--- src/rtl/led_driver_pkg.sv ---
// rtl/led_driver_pkg.sv - shared types, register map and reset constants for the LED driver
package led_driver_pkg;

    localparam int DATA_BITS = 8;
    localparam int NUM_REGS  = 13;

    localparam logic [3:0] LAST_REG_ADDR = 4'hC;

    typedef enum logic [3:0] {
        REG_MODE1      = 4'h0,
        REG_MODE2      = 4'h1,
        REG_PWM0       = 4'h2,
        REG_PWM1       = 4'h3,
        REG_PWM2       = 4'h4,
        REG_PWM3       = 4'h5,
        REG_GRPPWM     = 4'h6,
        REG_GRPFREQ    = 4'h7,
        REG_LEDOUT     = 4'h8,
        REG_SUBADR1    = 4'h9,
        REG_SUBADR2    = 4'hA,
        REG_SUBADR3    = 4'hB,
        REG_ALLCALLADR = 4'hC
    } reg_addr_t;

    localparam logic [7:0] RST_MODE1      = 8'h11;
    localparam logic [7:0] RST_MODE2      = 8'h01;
    localparam logic [7:0] RST_PWM        = 8'h00;
    localparam logic [7:0] RST_GRPPWM     = 8'hFF;
    localparam logic [7:0] RST_GRPFREQ    = 8'h00;
    localparam logic [7:0] RST_LEDOUT     = 8'h00;
    localparam logic [7:0] RST_SUBADR1    = 8'hE2;
    localparam logic [7:0] RST_SUBADR2    = 8'hE4;
    localparam logic [7:0] RST_SUBADR3    = 8'hE8;
    localparam logic [7:0] RST_ALLCALLADR = 8'hE0;

    typedef enum logic [1:0] {
        IDLE = 2'd0,
        CTRL = 2'd1,
        DATA = 2'd2
    } regfile_state_t;

    // Reset value of the register at address a; unimplemented addresses read as zero.
    function automatic logic [7:0] reg_reset_val(input logic [3:0] a);
        case (a)
            REG_MODE1:      return RST_MODE1;
            REG_MODE2:      return RST_MODE2;
            REG_GRPPWM:     return RST_GRPPWM;
            REG_GRPFREQ:    return RST_GRPFREQ;
            REG_LEDOUT:     return RST_LEDOUT;
            REG_SUBADR1:    return RST_SUBADR1;
            REG_SUBADR2:    return RST_SUBADR2;
            REG_SUBADR3:    return RST_SUBADR3;
            REG_ALLCALLADR: return RST_ALLCALLADR;
            default:        return RST_PWM;
        endcase
    endfunction

endpackage

--- src/rtl/global_if.sv ---
// rtl/global_if.sv - global clock and synchronous active-low reset bundle
interface global_if;
    logic clk;
    logic rst_n;

    modport sink (input clk, input rst_n);
endinterface

--- src/rtl/reg_pointer.sv ---
// rtl/reg_pointer.sv - register pointer with load, auto-increment and wrap at the last register
module reg_pointer
    import led_driver_pkg::*;
(
    global_if.sink     glb,
    input  logic       load,
    input  logic [4:0] load_val,
    input  logic       adv,
    output logic [3:0] ptr,
    output logic       ai
);

    logic [3:0] ptr_q, ptr_d;
    logic       ai_q, ai_d;

    // Load takes priority; an out-of-map pointer is frozen so it never wraps back into the map.
    always_comb begin
        ptr_d = ptr_q;
        ai_d  = ai_q;
        if (load) begin
            ai_d  = load_val[4];
            ptr_d = load_val[3:0];
        end else if (adv && (ptr_q <= LAST_REG_ADDR)) begin
            ptr_d = (ptr_q == LAST_REG_ADDR) ? 4'h0 : ptr_q + 4'd1;
        end
    end

    // Pointer and auto-increment flag storage.
    always_ff @(posedge glb.clk) begin
        if (!glb.rst_n) begin
            ptr_q <= 4'h0;
            ai_q  <= 1'b0;
        end else begin
            ptr_q <= ptr_d;
            ai_q  <= ai_d;
        end
    end

    assign ptr = ptr_q;
    assign ai  = ai_q;

endmodule

--- src/rtl/led_reg_file.sv ---
// rtl/led_reg_file.sv - LED controller register bank (optional readback: LED_REG_READBACK_EN)
module led_reg_file #(
    parameter int DATA_BITS = led_driver_pkg::DATA_BITS,
    parameter int NUM_REGS  = led_driver_pkg::NUM_REGS
) (
    global_if.sink                      glb,
    input  logic                        bus_start,
    input  logic                        bus_stop,
    input  logic                        wr_valid,
    input  logic [DATA_BITS-1:0]        wr_data,
    input  logic                        rd_req,
    output logic [DATA_BITS-1:0]        rd_data,
    output logic                        rd_valid,
    output logic [DATA_BITS-1:0]        mode1_reg,
    output logic [DATA_BITS-1:0]        mode2_reg,
    output logic [3:0][DATA_BITS-1:0]   pwm_reg,
    output logic [DATA_BITS-1:0]        grp_pwm_reg,
    output logic [DATA_BITS-1:0]        grp_freq_reg,
    output logic [DATA_BITS-1:0]        ledout_reg,
    output logic                        dim_blink,
    output logic                        addr_err
);

    import led_driver_pkg::*;

    regfile_state_t       state_q, state_d;
    logic [DATA_BITS-1:0] regs_q [NUM_REGS];
    logic                 addr_err_q, addr_err_d;
    logic                 ptr_load, ptr_adv, wr_fire;
    logic [3:0]           ptr;
    logic                 ai;
    logic                 ptr_ok;
    logic [DATA_BITS-1:0] wdata;
`ifdef LED_REG_READBACK_EN
    logic                 rd_fire;
    logic [DATA_BITS-1:0] rd_data_q;
    logic                 rd_valid_q;
`endif

    assign ptr_ok = (ptr <= LAST_REG_ADDR);

    reg_pointer u_ptr (
        .glb      (glb),
        .load     (ptr_load),
        .load_val ({wr_data[7], wr_data[3:0]}),
        .adv      (ptr_adv),
        .ptr      (ptr),
        .ai       (ai)
    );

    // Bus FSM: start beats everything, stop lets a same-cycle data write land first.
    always_comb begin
        state_d    = state_q;
        addr_err_d = addr_err_q;
        ptr_load   = 1'b0;
        ptr_adv    = 1'b0;
        wr_fire    = 1'b0;
`ifdef LED_REG_READBACK_EN
        rd_fire    = 1'b0;
`endif
        if (bus_start) begin
            state_d    = CTRL;
            addr_err_d = 1'b0;
        end else begin
            case (state_q)
                CTRL: begin
                    if (wr_valid) begin
                        ptr_load = 1'b1;
                        state_d  = DATA;
                        if (wr_data[3:0] > LAST_REG_ADDR) begin
                            addr_err_d = 1'b1;
                        end
                    end
                end
                DATA: begin
                    if (wr_valid) begin
                        wr_fire = 1'b1;
                        ptr_adv = ai;
`ifdef LED_REG_READBACK_EN
                    end else if (rd_req) begin
                        rd_fire = 1'b1;
                        ptr_adv = ai;
`endif
                    end
                end
                default: ;
            endcase
            if (bus_stop) begin
                state_d = IDLE;
            end
        end
    end

    // FSM state and sticky address-error flag.
    always_ff @(posedge glb.clk) begin
        if (!glb.rst_n) begin
            state_q    <= IDLE;
            addr_err_q <= 1'b0;
        end else begin
            state_q    <= state_d;
            addr_err_q <= addr_err_d;
        end
    end

    // MODE2[7:6] are reserved and always stored as zero.
    always_comb begin
        wdata = wr_data;
        if (ptr == REG_MODE2) begin
            wdata[7:6] = 2'b00;
        end
    end

    // Register storage; writes to addresses beyond the map are dropped.
    always_ff @(posedge glb.clk) begin
        if (!glb.rst_n) begin
            for (int i = 0; i < NUM_REGS; i++) begin
                regs_q[i] <= DATA_BITS'(reg_reset_val(4'(i)));
            end
        end else if (wr_fire && ptr_ok) begin
            regs_q[ptr] <= wdata;
        end
    end

`ifdef LED_REG_READBACK_EN
    // Readback byte and one-cycle valid pulse; out-of-map pointers read as zero.
    always_ff @(posedge glb.clk) begin
        if (!glb.rst_n) begin
            rd_data_q  <= '0;
            rd_valid_q <= 1'b0;
        end else begin
            rd_valid_q <= rd_fire;
            if (rd_fire) begin
                rd_data_q <= ptr_ok ? regs_q[ptr] : '0;
            end
        end
    end

    assign rd_data  = rd_data_q;
    assign rd_valid = rd_valid_q;
`else
    logic unused_rd_req;
    assign unused_rd_req = rd_req;
    assign rd_data       = '0;
    assign rd_valid      = 1'b0;
`endif

    assign mode1_reg    = regs_q[REG_MODE1];
    assign mode2_reg    = regs_q[REG_MODE2];
    assign pwm_reg[0]   = regs_q[REG_PWM0];
    assign pwm_reg[1]   = regs_q[REG_PWM1];
    assign pwm_reg[2]   = regs_q[REG_PWM2];
    assign pwm_reg[3]   = regs_q[REG_PWM3];
    assign grp_pwm_reg  = regs_q[REG_GRPPWM];
    assign grp_freq_reg = regs_q[REG_GRPFREQ];
    assign ledout_reg   = regs_q[REG_LEDOUT];
    assign dim_blink    = regs_q[REG_MODE2][5];
    assign addr_err     = addr_err_q;

endmodule

--- src/flat_wrapper.sv ---
// flat-port wrapper written by rule: the top's interface ports become plain ports
module led_reg_file_flat import led_driver_pkg::*;
#(
    parameter int DATA_BITS = led_driver_pkg::DATA_BITS,
    parameter int NUM_REGS  = led_driver_pkg::NUM_REGS
)
  (bus_start, bus_stop, wr_valid, wr_data, rd_req, rd_data, rd_valid, mode1_reg, mode2_reg, pwm_reg, grp_pwm_reg, grp_freq_reg, ledout_reg, dim_blink, addr_err, glb_clk, glb_rst_n);
  global_if glb_i ();
  input  logic bus_start;
  input  logic bus_stop;
  input  logic wr_valid;
  input  logic [DATA_BITS-1:0] wr_data;
  input  logic rd_req;
  output logic [DATA_BITS-1:0] rd_data;
  output logic rd_valid;
  output logic [DATA_BITS-1:0] mode1_reg;
  output logic [DATA_BITS-1:0] mode2_reg;
  output logic [3:0][DATA_BITS-1:0] pwm_reg;
  output logic [DATA_BITS-1:0] grp_pwm_reg;
  output logic [DATA_BITS-1:0] grp_freq_reg;
  output logic [DATA_BITS-1:0] ledout_reg;
  output logic dim_blink;
  output logic addr_err;
  input wire logic [$bits(glb_i.clk)-1:0] glb_clk;
  input wire logic [$bits(glb_i.rst_n)-1:0] glb_rst_n;
  assign glb_i.clk = glb_clk;
  assign glb_i.rst_n = glb_rst_n;
  led_reg_file #(.DATA_BITS(DATA_BITS), .NUM_REGS(NUM_REGS)) u_core (.glb(glb_i), .bus_start(bus_start), .bus_stop(bus_stop), .wr_valid(wr_valid), .wr_data(wr_data), .rd_req(rd_req), .rd_data(rd_data), .rd_valid(rd_valid), .mode1_reg(mode1_reg), .mode2_reg(mode2_reg), .pwm_reg(pwm_reg), .grp_pwm_reg(grp_pwm_reg), .grp_freq_reg(grp_freq_reg), .ledout_reg(ledout_reg), .dim_blink(dim_blink), .addr_err(addr_err));
endmodule
--- config.mk ---
export PLATFORM = sky130hd
export DESIGN_NAME = led_reg_file_flat
export DESIGN_NICKNAME = d
export VERILOG_FILES = /design/src/rtl/led_driver_pkg.sv /design/src/rtl/global_if.sv /design/src/rtl/reg_pointer.sv /design/src/rtl/led_reg_file.sv /design/src/flat_wrapper.sv
export SDC_FILE = /design/constraint.sdc
export NUM_CORES = 1
export LEC_CHECK = 0
export CAP_MARGIN = 20
export CORE_MARGIN = 2
export CORE_UTILIZATION = 53
export CTS_BUF_LIST = sky130_fd_sc_hd__clkbuf_8
export CTS_CLUSTER_DIAMETER = 80
export DETAILED_ROUTE_END_ITERATION = 10
export GPL_ROUTABILITY_DRIVEN = 0
export HOLD_SLACK_MARGIN = 0.15
export PLACE_DENSITY_LB_ADDON = 0.08
export REMOVE_ABC_BUFFERS = 1
export SETUP_SLACK_MARGIN = 0.5
export SLEW_MARGIN = 30
export SYNTH_ARGS = -nofsm -noshare
export SYNTH_HDL_FRONTEND = slang
export SYNTH_SLANG_ARGS = --single-unit
export TNS_END_PERCENT = 100
--- constraint.sdc ---
create_clock -name glb_clk -period 4.4 [get_ports glb_clk]
set_input_delay 1.1 -clock glb_clk [delete_from_list [all_inputs] [get_ports glb_clk]]
set_output_delay 1.1 -clock glb_clk [all_outputs]
set_load 0.1 [all_outputs]
==> impl.org <==
** Status
- The flow ran to the end, and the final reports show no timing, DRC or antenna violations.

** Placed design
- The number of placed instances, taps included, is between 400 and 500.
- Number of port buffers :: between 80 and 90
- Final HPWL DP :: 4.80 mm

** Floorplan
- Standard-cell row count :: 29
- Die H :: 84.3 µm
- The die is 84.3 µm wide.
- The floorplan step defined a core boundary enclosing 6280 µm².
- In this run the count of I/O pins placed on the die edge is between 90 and 100.
- Floorplan die area :: 7110 µm²
- Starting Density :: 0.545

** Route
- The first routing iteration left 152 violations.
- Detail Route Antenna Nets :: 0
- Total Routed Length :: just over 7 mm
- In the routed design, unresolved DRC markers number 0.
- The routed layout has approximately 2200 vias.
- The first detailed-routing pass ran for 5 iterations.
- Post-DR wirelength/cell :: about 17 µm
- In the routed layout, each cell is associated on average with a via count of 5.23.

** Yosys
- Avg Synthesized Cell Area :: ~14 µm²
- Count of state elements after synthesis :: 80
- Portion of the post-synthesis area used by sequential elements :: 0.679
- Unique cell type count in the Yosys netlist :: 39
- Synthesis handed over a netlist of 247 instances.
- Total of warnings raised by yosys :: 0
- Post-synthesis instance area :: 3420 µm²

** Critical path
- Launch point of the worst path :: wr_valid
- Startpoint type of the worst setup path :: input port
- The endpoint identified for the worst register-to-register timing path is u_core.regs_q[2][5].
- Data on the critical path arrives at its endpoint at approximately 3.2 ns.
- The worst register-to-register path has a setup slack of about 2.1 ns.
- The kind of cell with the highest combined delay along the critical path is simple AND/OR/NAND/NOR gates.
- STA classifies the critical path endpoint as a register.
- CP max stage delay :: approximately 0.66 ns
- Buf+Inv Stages, Crit Path :: 2
- Of all nets on the critical path, the largest fanout is 14.
- Type of the worst setup path :: input port to register
- Critical Path, Cell by Cell :: clkdlybuf4s50_1, nand3b_1, or3_1, o21ai_0, buf_4
- Number of cell instances on the worst register-to-register path :: 4
- The largest individual stage delay along the critical path comes from the cell sky130_fd_sc_hd__or3_1.
- Startpoint of the most critical register-to-register path :: u_core.state_q[0]
- At the worst endpoint, the required time is about 4.5 ns.

** Global routing
- Global route hottest layer :: met2
- Via count of the first global-routing pass :: slightly above 2000
- Met3 track utilization from global routing :: 0.0511
- For met1 alone, demand over resource in global routing was 0.271.
- For this run, global-route usage on met2 was measured as 0.334.
- The initial antenna violation count came to 0.
- Pin count of the biggest net entering global routing :: 15
- For this run the aggregate overflow at the end of global routing stands at 0.
- The first global-routing pass estimated between 10 and 15 mm of wire.
- GRT Overall Usage :: 0.209

** Power
- In this run the power density over the cells is 378 nW/µm².
- Static Leakage :: about 0.0016 µW
- Peak supply drop :: between 200 and 300 µV
- Total Power :: between 1500 and 2000 µW

** CTS
- TritonCTS clock tree :: yes
- Clock buffers created by TritonCTS :: 9
- Maximum clock insertion buffer count :: 2
- The clock drives 80 sinks.
- Clock-pin slew was measured on the worst setup and hold paths at 0.07 ns.
- In this run, post-CTS repair resized a total of 0 instances.
- Buffers inserted during post-CTS setup optimization :: 0
- The H-tree generated during clock tree synthesis spans 3 levels.
- Number of hold buffers added after CTS :: 0
- Clock latency on the worst-skew pair :: approximately 0.35 ns
- Clock root buffer :: sky130_fd_sc_hd__clkbuf_8

** Timing
- Worst slew slack as a fraction of its limit :: 0.328
- Setup TNS :: 0 ns
- In the finished design, the share of the clock period the worst path needs comes to 0.718.
- For the pin with the worst max-slew slack, the measured transition is 1.00 ns.
- Final hold violation count :: 0
- Derived from the worst setup path, the maximum achievable clock frequency is 317 MHz.
- Setup violations remaining at the end of the flow were counted as 0.
- RSZ-0062 raised after global routing :: false
- Clock period minus worst slack :: between 3 and 4 ns
- Max-slew violations :: 0
- For the final database, setup skew stands at between 0.005 and 0.006 ns.

** Cells and area
- Leaving out filler cells and counting taps, the final layout contains approximately 420.
- Number of antenna repair diodes :: 0
- Of the cells placed in the final design, the portion with a size suffix greater than 1 is 0.0792.
- P&R area growth vs syn :: 32.3%
- Final nets :: 354

** Hold path
- The worst hold path terminates at u_core.addr_err.
- Hold Crit Start :: u_core.addr_err
- Counting instances, the worst hold path has a depth of 1.
- The tightest min-delay check is of the register to register type.

** Run
- Max-cap violations :: 0
metal layers:
layer,vias to the layer above,part of all wire
met5,-,0
met4,0,0.020
met3,12,0.061
met2,77,0.51
met1,1048,0.41
li1,1048,-
cell usage after synthesis, drive strengths merged:
master,number,share of area
or3,1,0.0018
o21ai,8,0.012
clkbuf,11,0.012
a211oi,1,0.0022
o21a,2,0.0044
inv,3,0.0033
nor3,6,0.0088
buf,13,0.028
and2,48,0.088
and4,3,0.0077
o311a,1,0.0029
a21oi,2,0.0029
conb,1,0.0011
o31ai,3,0.0066
or2b,2,0.0044
nor3b,2,0.0044
o31a,1,0.0026
or2,7,0.013
nor2b,5,0.0091
and3b,4,0.010
nand4b,3,0.0077
nor2,2,0.0022
nand4,1,0.0018
nand2b,13,0.025
nand3,2,0.0029
mux2i,2,0.0059
nor4b,4,0.010
nor4,5,0.013
a31oi,3,0.0055
nand3b,1,0.0022
edfxtp,72,0.63
ha,4,0.015
nand2,2,0.0022
nand4bb,1,0.0033
dfxtp,8,0.047
layout by cell type, fill, tap and decap left out, types with 7 or more instances in the layout:
master / instances
sky130_fd_sc_hd__clkdlybuf4s50_1: 86
sky130_fd_sc_hd__edfxtp_1: 72
sky130_fd_sc_hd__and2_1: 48
sky130_fd_sc_hd__nand2b_1: 12
sky130_fd_sc_hd__conb_1: 11
sky130_fd_sc_hd__clkbuf_8: 9
sky130_fd_sc_hd__o21ai_0: 8
sky130_fd_sc_hd__dfxtp_1: 8
sky130_fd_sc_hd__or2_2: 7
worst register-to-register path: cells and delay by family, from the launching register on:
family	cells	cell delay, ns
and+or+nand+nor	2	1.11
DFF	1	0.35
AOI/OAI and AO/OA	1	0.33
buffers and inverters	1	0.22
sequential cells by signal, indices dropped and copies added, names as in the netlist:
signal and flops:
u_core.addr_err 1, u_core.regs_q 72, u_core.state_q 2, u_core.u_ptr.ai 1
u_core.u_ptr.ptr 4
area by class of cell:
| class | instances | area [µm²] |
|---|---|---|
| clock inverter | 7 | 78.8 |
| fill | 459 | 1750 |
| clock buffer | 9 | 124 |
| inverter | 3 | 11.3 |
| multi-input combinational | 150 | 986 |
| tap | 77 | 96.3 |
| timing repair buffer | 92 | 906 |
| sequential | 80 | 2320 |
worst max-delay path by stage:
stage,slack [ns],endpoint,cells after the start
2_1_floorplan,1.45,u_core.regs_q[0][0],3
3_3_place_gp,1.01,u_core.regs_q[2][0],5
3_5_place_dp,0.93,u_core.regs_q[2][4],5
4_1_cts,1.28,u_core.regs_q[2][2],5
5_1_grt,1.12,u_core.regs_q[2][2],5
6_report,1.24,u_core.regs_q[2][5],5
power by group:
group / switching [µW] / leakage, µW / total [µW] / internal, µW
logic: 238 / 0.000727 / 295 / 56.6
clock network: 249 / 0.000108 / 559 / 310
registers: 9.82 / 0.000768 / 856 / 846
per-stage QoR:
step                      instance area [µm²]  utilization  hold slack, ns  setup slack [ns]
after global routing                     4520        0.721           0.508              1.12
after detailed placement                 4320        0.688           0.461             0.935
after global placement                   4320        0.688           0.464              1.01
after floorplan                          3320            -           0.502              1.45
final                                    4520        0.721           0.490              1.24
after CTS                                4520        0.721           0.486              1.28
cell families (layout without fill, tap and decap cells):
family	count (synthesis)	count (layout)	share of synthesized area
flip-flops	80	80	0.679
multiplexers	2	2	0.00585
other	1	11	0.00110
buffers and inverters	27	111	0.0435
adder cells (fa/ha/maj)	4	4	0.0146
AND/OR/NAND/NOR	112	112	0.217
AO/OA/AOI/OAI	21	21	0.0388
Power figures use the tool's default switching activity.
